<file path="src/rtl/ctl_pkg.sv">
// Shared types and defaults for the ctl_seq instruction sequencer.
package ctl_pkg;

    typedef enum logic [2:0] {
        StIdle  = 3'd0,
        StFetch = 3'd1,
        StExec  = 3'd2,
        StMem   = 3'd3,
        StHalt  = 3'd4,
        StErr   = 3'd5
    } ctl_state_t;

    localparam int unsigned TimeoutCyclesDefault = 255;

endpackage

</file>
<file path="src/rtl/ctl_seq_if.sv">
// Memory handshake and decoder write-enable bundle between ctl_seq and the datapath.
interface ctl_seq_if;

    logic iram_req_o;
    logic iram_ack_i;
    logic inst_latch_en_o;
    logic dram_req_o;
    logic dram_ack_i;
    logic mem_rd_i;
    logic dram_wr_en_i;
    logic pc_wr_en_i;
    logic rd_wr_en_i;
    logic dram_wr_en_o;
    logic pc_wr_en_o;
    logic rd_wr_en_o;

    modport master (
        output iram_req_o,
        input  iram_ack_i,
        output inst_latch_en_o,
        output dram_req_o,
        input  dram_ack_i,
        input  mem_rd_i,
        input  dram_wr_en_i,
        input  pc_wr_en_i,
        input  rd_wr_en_i,
        output dram_wr_en_o,
        output pc_wr_en_o,
        output rd_wr_en_o
    );

    modport slave (
        input  iram_req_o,
        output iram_ack_i,
        input  inst_latch_en_o,
        input  dram_req_o,
        output dram_ack_i,
        output mem_rd_i,
        output dram_wr_en_i,
        output pc_wr_en_i,
        output rd_wr_en_i,
        input  dram_wr_en_o,
        input  pc_wr_en_o,
        input  rd_wr_en_o
    );

endinterface

</file>
<file path="src/rtl/ctl_wdt.sv">
// Memory-wait watchdog: counts stalled request cycles and flags expiry on the LIMIT-th one.
module ctl_wdt #(
    parameter int unsigned LIMIT = 255
) (
    input  logic clk_i,
    input  logic rst_n_i,
    input  logic clear_i,
    input  logic count_i,
    output logic expire_o
);

    localparam int unsigned W = (LIMIT < 1) ? 1 : $clog2(LIMIT + 1);

    logic [W-1:0] cnt_q;

    // Expiry is combinational so the sequencer leaves the wait state on this very edge.
    assign expire_o = count_i && (cnt_q == W'(LIMIT - 1));

    always_ff @(posedge clk_i or negedge rst_n_i) begin
        if (!rst_n_i) begin
            cnt_q <= '0;
        end else if (clear_i) begin
            cnt_q <= '0;
        end else if (count_i && !expire_o) begin
            cnt_q <= cnt_q + W'(1);
        end
    end

endmodule

</file>
<file path="src/rtl/ctl_seq.sv">
// Multi-cycle fetch/exec/mem sequencer gating decoder write enables to one pulse per retire.
// Optional memory-wait timeout is enabled by defining CTL_SEQ_TIMEOUT_EN.
module ctl_seq
    import ctl_pkg::*;
#(
    parameter int unsigned XLEN           = 32,
    parameter int unsigned TIMEOUT_CYCLES = TimeoutCyclesDefault
) (
    input  logic            clk_i,
    input  logic            rst_n_i,
    input  logic            halt_i,
    ctl_seq_if.master       bus,
    output logic            halted_o,
    output logic            err_o,
    output logic [XLEN-1:0] instret_o
);

    ctl_state_t      state_q, state_d;
    logic [XLEN-1:0] instret_q;

    logic iram_req, inst_latch, dram_req, dram_wr, pc_wr, rd_wr;
    logic retire;
    logic wait_expire;

    always_ff @(posedge clk_i or negedge rst_n_i) begin
        if (!rst_n_i) begin
            state_q   <= StIdle;
            instret_q <= '0;
        end else begin
            state_q <= state_d;
            if (retire) begin
                instret_q <= instret_q + XLEN'(1);
            end
        end
    end

    always_comb begin
        state_d    = state_q;
        iram_req   = 1'b0;
        inst_latch = 1'b0;
        dram_req   = 1'b0;
        dram_wr    = 1'b0;
        pc_wr      = 1'b0;
        rd_wr      = 1'b0;
        retire     = 1'b0;

        unique case (state_q)
            StIdle: state_d = halt_i ? StHalt : StFetch;
            StFetch: begin
                iram_req = 1'b1;
                if (bus.iram_ack_i) begin
                    inst_latch = 1'b1;
                    state_d    = StExec;
                end else if (wait_expire) begin
                    state_d = StErr;
                end
            end
            StExec: begin
                if (bus.mem_rd_i || bus.dram_wr_en_i) begin
                    state_d = StMem;
                end else begin
                    retire = 1'b1;
                end
            end
            StMem: begin
                dram_req = 1'b1;
                dram_wr  = bus.dram_wr_en_i;
                if (bus.dram_ack_i) begin
                    retire = 1'b1;
                end else if (wait_expire) begin
                    state_d = StErr;
                end
            end
            StHalt: begin
                if (!halt_i) begin
                    state_d = StFetch;
                end
            end
            StErr: state_d = StErr;
            default: state_d = StIdle;
        endcase

        // Retire takes priority; a coincident halt is honoured only after the write strobes.
        if (retire) begin
            pc_wr   = bus.pc_wr_en_i;
            rd_wr   = bus.rd_wr_en_i;
            state_d = halt_i ? StHalt : StFetch;
        end
    end

`ifdef CTL_SEQ_TIMEOUT_EN
    logic wait_clear, wait_count;

    assign wait_clear = (state_d != state_q);
    assign wait_count = (iram_req & ~bus.iram_ack_i) | (dram_req & ~bus.dram_ack_i);

    ctl_wdt #(
        .LIMIT(TIMEOUT_CYCLES)
    ) u_wdt (
        .clk_i    (clk_i),
        .rst_n_i  (rst_n_i),
        .clear_i  (wait_clear),
        .count_i  (wait_count),
        .expire_o (wait_expire)
    );

    assign err_o = (state_q == StErr);
`else
    logic unused_timeout;

    assign unused_timeout = ^TIMEOUT_CYCLES;
    assign wait_expire    = 1'b0;
    assign err_o          = 1'b0;
`endif

    assign bus.iram_req_o      = iram_req;
    assign bus.inst_latch_en_o = inst_latch;
    assign bus.dram_req_o      = dram_req;
    assign bus.dram_wr_en_o    = dram_wr;
    assign bus.pc_wr_en_o      = pc_wr;
    assign bus.rd_wr_en_o      = rd_wr;
    assign halted_o            = (state_q == StHalt);
    assign instret_o           = instret_q;

endmodule

</file>
<file path="src/flat_wrapper.sv">
// flat-port wrapper written by rule: the top's interface ports become plain ports
module ctl_seq_flat import ctl_pkg::*;
#(
    parameter int unsigned XLEN           = 32,
    parameter int unsigned TIMEOUT_CYCLES = TimeoutCyclesDefault
)
  (clk_i, rst_n_i, halt_i, halted_o, err_o, instret_o, bus_iram_req_o, bus_iram_ack_i, bus_inst_latch_en_o, bus_dram_req_o, bus_dram_ack_i, bus_mem_rd_i, bus_dram_wr_en_i, bus_pc_wr_en_i, bus_rd_wr_en_i, bus_dram_wr_en_o, bus_pc_wr_en_o, bus_rd_wr_en_o);
  ctl_seq_if bus_i ();
  input  logic clk_i;
  input  logic rst_n_i;
  input  logic halt_i;
  output logic halted_o;
  output logic err_o;
  output logic [XLEN-1:0] instret_o;
  output wire logic [$bits(bus_i.iram_req_o)-1:0] bus_iram_req_o;
  input wire logic [$bits(bus_i.iram_ack_i)-1:0] bus_iram_ack_i;
  output wire logic [$bits(bus_i.inst_latch_en_o)-1:0] bus_inst_latch_en_o;
  output wire logic [$bits(bus_i.dram_req_o)-1:0] bus_dram_req_o;
  input wire logic [$bits(bus_i.dram_ack_i)-1:0] bus_dram_ack_i;
  input wire logic [$bits(bus_i.mem_rd_i)-1:0] bus_mem_rd_i;
  input wire logic [$bits(bus_i.dram_wr_en_i)-1:0] bus_dram_wr_en_i;
  input wire logic [$bits(bus_i.pc_wr_en_i)-1:0] bus_pc_wr_en_i;
  input wire logic [$bits(bus_i.rd_wr_en_i)-1:0] bus_rd_wr_en_i;
  output wire logic [$bits(bus_i.dram_wr_en_o)-1:0] bus_dram_wr_en_o;
  output wire logic [$bits(bus_i.pc_wr_en_o)-1:0] bus_pc_wr_en_o;
  output wire logic [$bits(bus_i.rd_wr_en_o)-1:0] bus_rd_wr_en_o;
  assign bus_iram_req_o = bus_i.iram_req_o;
  assign bus_i.iram_ack_i = bus_iram_ack_i;
  assign bus_inst_latch_en_o = bus_i.inst_latch_en_o;
  assign bus_dram_req_o = bus_i.dram_req_o;
  assign bus_i.dram_ack_i = bus_dram_ack_i;
  assign bus_i.mem_rd_i = bus_mem_rd_i;
  assign bus_i.dram_wr_en_i = bus_dram_wr_en_i;
  assign bus_i.pc_wr_en_i = bus_pc_wr_en_i;
  assign bus_i.rd_wr_en_i = bus_rd_wr_en_i;
  assign bus_dram_wr_en_o = bus_i.dram_wr_en_o;
  assign bus_pc_wr_en_o = bus_i.pc_wr_en_o;
  assign bus_rd_wr_en_o = bus_i.rd_wr_en_o;
  ctl_seq #(.XLEN(XLEN), .TIMEOUT_CYCLES(TIMEOUT_CYCLES)) u_core (.clk_i(clk_i), .rst_n_i(rst_n_i), .halt_i(halt_i), .bus(bus_i), .halted_o(halted_o), .err_o(err_o), .instret_o(instret_o));
endmodule
</file>
<file path="config.mk">
export PLATFORM = sky130hd
export DESIGN_NAME = ctl_seq_flat
export DESIGN_NICKNAME = d
export VERILOG_FILES = /design/src/rtl/ctl_pkg.sv /design/src/rtl/ctl_seq_if.sv /design/src/rtl/ctl_wdt.sv /design/src/rtl/ctl_seq.sv /design/src/flat_wrapper.sv
export SDC_FILE = /design/constraint.sdc
export NUM_CORES = 1
export LEC_CHECK = 0
export ABC_AREA = 1
export CORE_ASPECT_RATIO = 0.6
export CORE_MARGIN = 1
export CORE_UTILIZATION = 54
export DETAILED_ROUTE_END_ITERATION = 12
export GPL_TIMING_DRIVEN = 0
export PLACE_DENSITY = 0.95
export SYNTH_ARGS = -nofsm -noshare
export SYNTH_HDL_FRONTEND = slang
export SYNTH_SLANG_ARGS = --single-unit
</file>
<file path="constraint.sdc">
create_clock -name clk_i -period 3.76 [get_ports clk_i]
set_input_delay 0.752 -clock clk_i [delete_from_list [all_inputs] [get_ports clk_i]]
set_output_delay 0.752 -clock clk_i [all_outputs]
set_load 0.1 [all_outputs]
</file>
# ---- Word-level counts from Yosys, hierarchy flattened
# Cells that the tools add are included.
dict set report word_totals {
  ff_bits 35
  input_bits 9
  out_inout_bits 40
  wordCells 31
}
dict set report op_classes {
  n_addsub 1
  n_eq_ne 9
  mux 16
  reduce_logical 3
}
# op n
set ops {}
lappend ops {{adder 32 x 1 -> 32 bit (second input constant)} 1}
lappend ops {{case mux 3 bit (6 select lines)} 1}
lappend ops {{2-to-1 mux 3 bit} 5}
lappend ops {{2-to-1 mux 1 bit} 9}
lappend ops {{== test 3 x 2 -> 1 bit (second input constant)} 2}
lappend ops {{== test 3 bit (second input constant)} 2}
lappend ops {{inequality test 3 x 2 -> 1 bit (second input constant)} 2}
lappend ops {{AND reduction 4 bit} 1}
lappend ops {{== test 3 x 1 -> 1 bit (second input constant)} 1}
lappend ops {{logical NOT 3 bit} 1}
lappend ops {{inequality test 3 x 1 -> 1 bit (second input constant)} 1}
lappend ops {{inequality test 2 x 1 -> 1 bit (second input constant)} 1}
lappend ops {{case mux 1 bit (2 select lines)} 1}
lappend ops {{logical OR 1 bit} 1}

# ---- Longest topological paths before layout
dict set report logic_depth {
  depth_word 5
  mapped_depth 10
  ltp_nobuf 10
}

# ---- Worst setup path before layout
# No wires, ideal clock.
dict set report synth_timing {
  path_type {in2out}
  startpoint {in bus_dram_wr_en_i}
  endpoint {out bus_pc_wr_en_o}
  arrival_time_ns 2.402
  required_time_ns 3.008
  slack_ns 0.606
  stages 5
  n_path_buf 0
  path_cell_list {nor2_1 nand3_2 nand2_2 inv_2 nor2_1}
}
dict set report synth_between {
  elab_chain_len 4
}
# item line_no
set synth_lines {}
lappend synth_lines {{start, declared} flat_wrapper.sv:21} ;# input wire logic [$bits(bus_i.dram_wr_en_i)-1:0] bus_dram_wr_en_i;
lappend synth_lines {{logical OR 1 bit} ctl_seq.sv:59} ;# if (bus.mem_rd_i || bus.dram_wr_en_i) begin
lappend synth_lines {{2-to-1 mux 1 bit} ctl_seq.sv:59}
lappend synth_lines {{case mux 1 bit (2 select lines)} ctl_seq.sv:47} ;# unique case (state_q)
lappend synth_lines {{2-to-1 mux 1 bit} ctl_seq.sv:84} ;# if (retire) begin
lappend synth_lines {{end, declared} flat_wrapper.sv:25} ;# output wire logic [$bits(bus_i.pc_wr_en_o)-1:0] bus_pc_wr_en_o;
# Every way passes these cells.

# ---- Final worst setup path
dict set report layout_timing {
  startpoint {in bus_dram_wr_en_i}
  endpoint {out bus_rd_wr_en_o}
}
dict set report layout_between {
  elab_chain_len 4
}
# item line_no
set layout_lines {}
lappend layout_lines {{logical OR 1 bit} ctl_seq.sv:59}
lappend layout_lines {{2-to-1 mux 1 bit} ctl_seq.sv:59}
lappend layout_lines {{case mux 1 bit (2 select lines)} ctl_seq.sv:47}
lappend layout_lines {{2-to-1 mux 1 bit} ctl_seq.sv:84}
lappend layout_lines {{end, declared} flat_wrapper.sv:26} ;# output wire logic [$bits(bus_i.rd_wr_en_o)-1:0] bus_rd_wr_en_o;
# Every way passes these cells.

==> flow_metrics.py <==
metrics = {
    "worst_hold_path": {
        "hp-start": "u_core.instret_o[30]$_DFFE_PN0P_",
        "holdPathEnd": "u_core.instret_o[30]$_DFFE_PN0P_",
        "whs_path_depth": 2,
        "hp-class": "register to register",
    },
    "power_and_ir_drop": {
        "total_leakage_power_nw": 1.287,
        "irDropWorstVdd_uv": 674.5,
        "power-per-cell-area_nw_per_um2": 512.2,
        "p_total_w": 0.001406,
    },
    "worst_setup_path": {
        "worstRegToRegCells": 7,
        "critPathSlowestCell": "clkdlybuf4s50_1",
        "rr_startpoint": "u_core.instret_o[15]$_DFFE_PN0P_",
        "regToRegSetupSlack_ns": 2.10,
        "r2r-end": "u_core.instret_o[28]$_DFFE_PN0P_",
        "crit_path_end_kind": "primary output",
        "slowest_delay_ns": 1.13,
        "start_kind": "input pin",
        "critPathMaxFanout": 10,
        "crit_required_ns": 3.01,
        "crit_type": "input pin to primary output",
        "cp_cell_sequence": "clkdlybuf4s50_1 -> nor2_1 -> nand3_2 -> nand2_2 -> inv_2 -> nor2_1 -> clkdlybuf4s50_1",
        "cp.arrival_ns": 2.90,
    },
    "routing": {
        "wl_per_cell_um": 13.52,
        "routed_via_density": 5.242,
        "routed_wl_mm": 5.312,
        "drtIter0Drc": 198,
        "postRouteAntennaNets": 0,
        "firstDrtPassIters": 4,
        "route.detailed.drc": 0,
        "vias": 2060,
    },
    "floorplan": {
        "ios": 49,
        "die-area_um2": 4238,
        "coreArea_um2": 3744,
        "start_util_pct": 57.32,
        "dieHeight_um": 50.83,
        "fp.dieW_um": 83.38,
        "row_count": 17,
    },
    "synthesis": {
        "synth_top_family_by_area": "simple AND/OR/NAND/NOR gates",
        "syn_avg_cell_area_um2": 7.324,
        "yosys.area_share.xor_xnor_pct": 8.163,
        "yosysUniqueCellTypes": 28,
        "ys_warn_count": 0,
        "synth-simple-area-share_pct": 39.88,
        "ys_ff_latch": 35,
        "synthAdderAreaFrac_pct": 0.5831,
        "muxShareOfSynthArea_pct": 0,
        "syn_nets": 303,
        "yosysSeqAreaShare_pct": 40.82,
        "synth.cell_area_um2": 2146,
        "syn_inst": 293,
        "synth_compound_area_share_pct": 2.624,
    },
    "clocking": {
        "cts_sinks": 35,
        "numCtsBuffers": 5,
        "cts_root_buf": "clkbuf_8",
        "cts_max_path_buffers": 2,
        "cts.htree.levels": 2,
        "insertion_delay_ns": 0.28,
        "cts_tree": "built",
        "hold_buffers": 0,
        "path_clk_slew_ns": 0.07,
    },
    "sta": {
        "rsz0062_at_grt": "no",
        "finalSetupTns_ns": 0,
        "hold_violations": 0,
        "clock_skew_ns": 0.003358,
        "maxSlewHeadroom_pct": 33.33,
        "period_minus_slack_ns": 3.650,
        "worst_pin_slew_ns": 0.9969,
        "max_freq_mhz": 274.0,
        "period_share_pct": 97.08,
        "report.final.slew_viol_count": 0,
        "setup_viol": 0,
    },
    "final_layout": {
        "n_antenna_cell": 0,
        "drive_gt1_share_pct": 8.960,
        "fin_nets": 357,
        "instances_no_fill": 393,
        "area_growth_pct": 27.93,
        "fillCellCount": 303,
    },
    "placed_design": {
        "place_inst": 387,
        "place_congestion": 0.9692,
        "io_buffers": 47,
        "dp_hpwl_mm": 4.022,
    },
    "grt": {
        "grt_overflow": 0,
        "grt_use_total_pct": 27.91,
        "antenna_found_initial": 0,
        "grt_max_degree": 36,
        "grt_pass1_vias": 1990,
        "grt_pass1_wl_mm": 9.087,
    },
    "job": {
        "drv_cap": 0,
    },
    "status": {
        "status": "finished, final reports clean",
    },
}
worst max-delay path: cells and delay by family:
family | cells | cell delay, ns
buffers and inverters | 3 | 1.69
AND/OR/NAND/NOR | 4 | 0.45
worst max-delay path by stage:
stage | from | to
after floorplan | bus_dram_wr_en_i | bus_pc_wr_en_o
after global placement | bus_dram_wr_en_i | bus_pc_wr_en_o
after detailed placement | bus_dram_wr_en_i | bus_pc_wr_en_o
after CTS | bus_dram_wr_en_i | bus_pc_wr_en_o
after global routing | bus_dram_wr_en_i | bus_rd_wr_en_o
final | bus_dram_wr_en_i | bus_rd_wr_en_o
cell type report:
| type | count | area, µm² | area share, % |
|---|---|---|---|
| inverters | 38 | 142.6 | 5.196 |
| plain buffers | 3 | 23.77 | 0.8660 |
| flip-flops and latches | 35 | 875.8 | 31.91 |
| well taps | 47 | 58.81 | 2.142 |
| clock buffers | 6 | 72.57 | 2.644 |
| multi-input cells | 217 | 1104 | 40.20 |
| repair buffers | 47 | 467.9 | 17.05 |
cell usage after synthesis:
cell / count / area (µm²)
nand2_4: 2 / 22.52
inv_1: 37 / 138.9
inv_2: 1 / 3.750
o21ai_1: 1 / 5.000
dfrtp_1: 35 / 875.8
ha_1: 1 / 12.51
nor3_1: 4 / 20.02
nand3_1: 20 / 100.1
o2111ai_1: 1 / 8.760
nand3_2: 2 / 20.02
a21boi_0: 1 / 7.510
o21ai_0: 3 / 15.01
nor2_2: 8 / 50.05
nand2_2: 3 / 18.77
buf_2: 1 / 5.000
nand3b_1: 4 / 30.03
nand4_1: 5 / 31.28
xor2_1: 11 / 96.34
nand2_1: 93 / 349.1
nor2_1: 39 / 146.4
o21a_1: 1 / 7.510
conb_1: 1 / 3.750
buf_6: 1 / 11.26
a21oi_1: 1 / 5.000
xnor2_1: 9 / 78.83
o21bai_1: 1 / 7.510
buf_4: 1 / 7.510
nor2_4: 6 / 67.56
registers in the layout, indices dropped and copies added (netlist names):
register          cells
u_core.state_q        3
u_core.instret_o     32
per-layer routing:
| metal | vias up | global-route usage [%] | share of wire (%) |
|---|---|---|---|
| li1 | 1009 | - | - |
| met1 | 957 | 38.20 | 46 |
| met2 | 83 | 43.17 | 44 |
| met3 | 11 | 7.431 | 7.9 |
| met4 | 0 | 10.06 | 1.6 |
| met5 | - | 0 | 0 |
what timing repair did:
| action | CTS | global route |
|---|---|---|
| buffers inserted | 0 | 0 |
| endpoints found under the hold margin | 0 | 0 |
| setup endpoints to repair | 0 | 1 |
| gates resized for setup | 0 | 1 |
cells by family (layout without fill, tap and decap cells):
family	count (synthesis)	count (layout)
AND/OR/NAND/NOR	186	186
buffers and inverters	41	94
flip-flops	35	35
XOR/XNOR	20	20
AO/OA/AOI/OAI	9	9
adder cells (fa/ha/maj)	1	1
other	1	1
per-stage QoR:
step	setup slack [ns]	hold WS [ns]	util, %	area, µm²
final	0.1100	0.5043	73.33	2745
after global routing	0.001585	0.5290	73.33	2745
after CTS	0.06111	0.5120	73.26	2743
after detailed placement	0.07366	0.4900	71.32	2670
after global placement	0.1326	0.4888	71.46	2675
after floorplan	0.6065	0.4564	-	2146
cells in the final DEF, fill, tap and decap left out, types with 2 or more instances in the layout:
master	Yosys	routed
buf_2	1	2
clkbuf_8	0	5
clkdlybuf4s50_1	0	45
dfrtp_1	35	35
inv_1	37	37
nand2_1	93	93
nand2_2	3	3
nand2_4	2	2
nand3_1	20	20
nand3_2	2	2
nand3b_1	4	4
nand4_1	5	5
nor2_1	39	39
nor2_2	8	8
nor2_4	6	6
nor3_1	4	4
o21ai_0	3	3
xnor2_1	9	9
xor2_1	11	11
power by group:
group | internal [W] | total, W | switching (W)
Sequential | 0.000420 | 0.000472 | 0.0000525
Combinational | 0.000160 | 0.000685 | 0.000526
Clock | 0.000123 | 0.000249 | 0.000125
No activity file was read; power rests on OpenSTA's default activity.
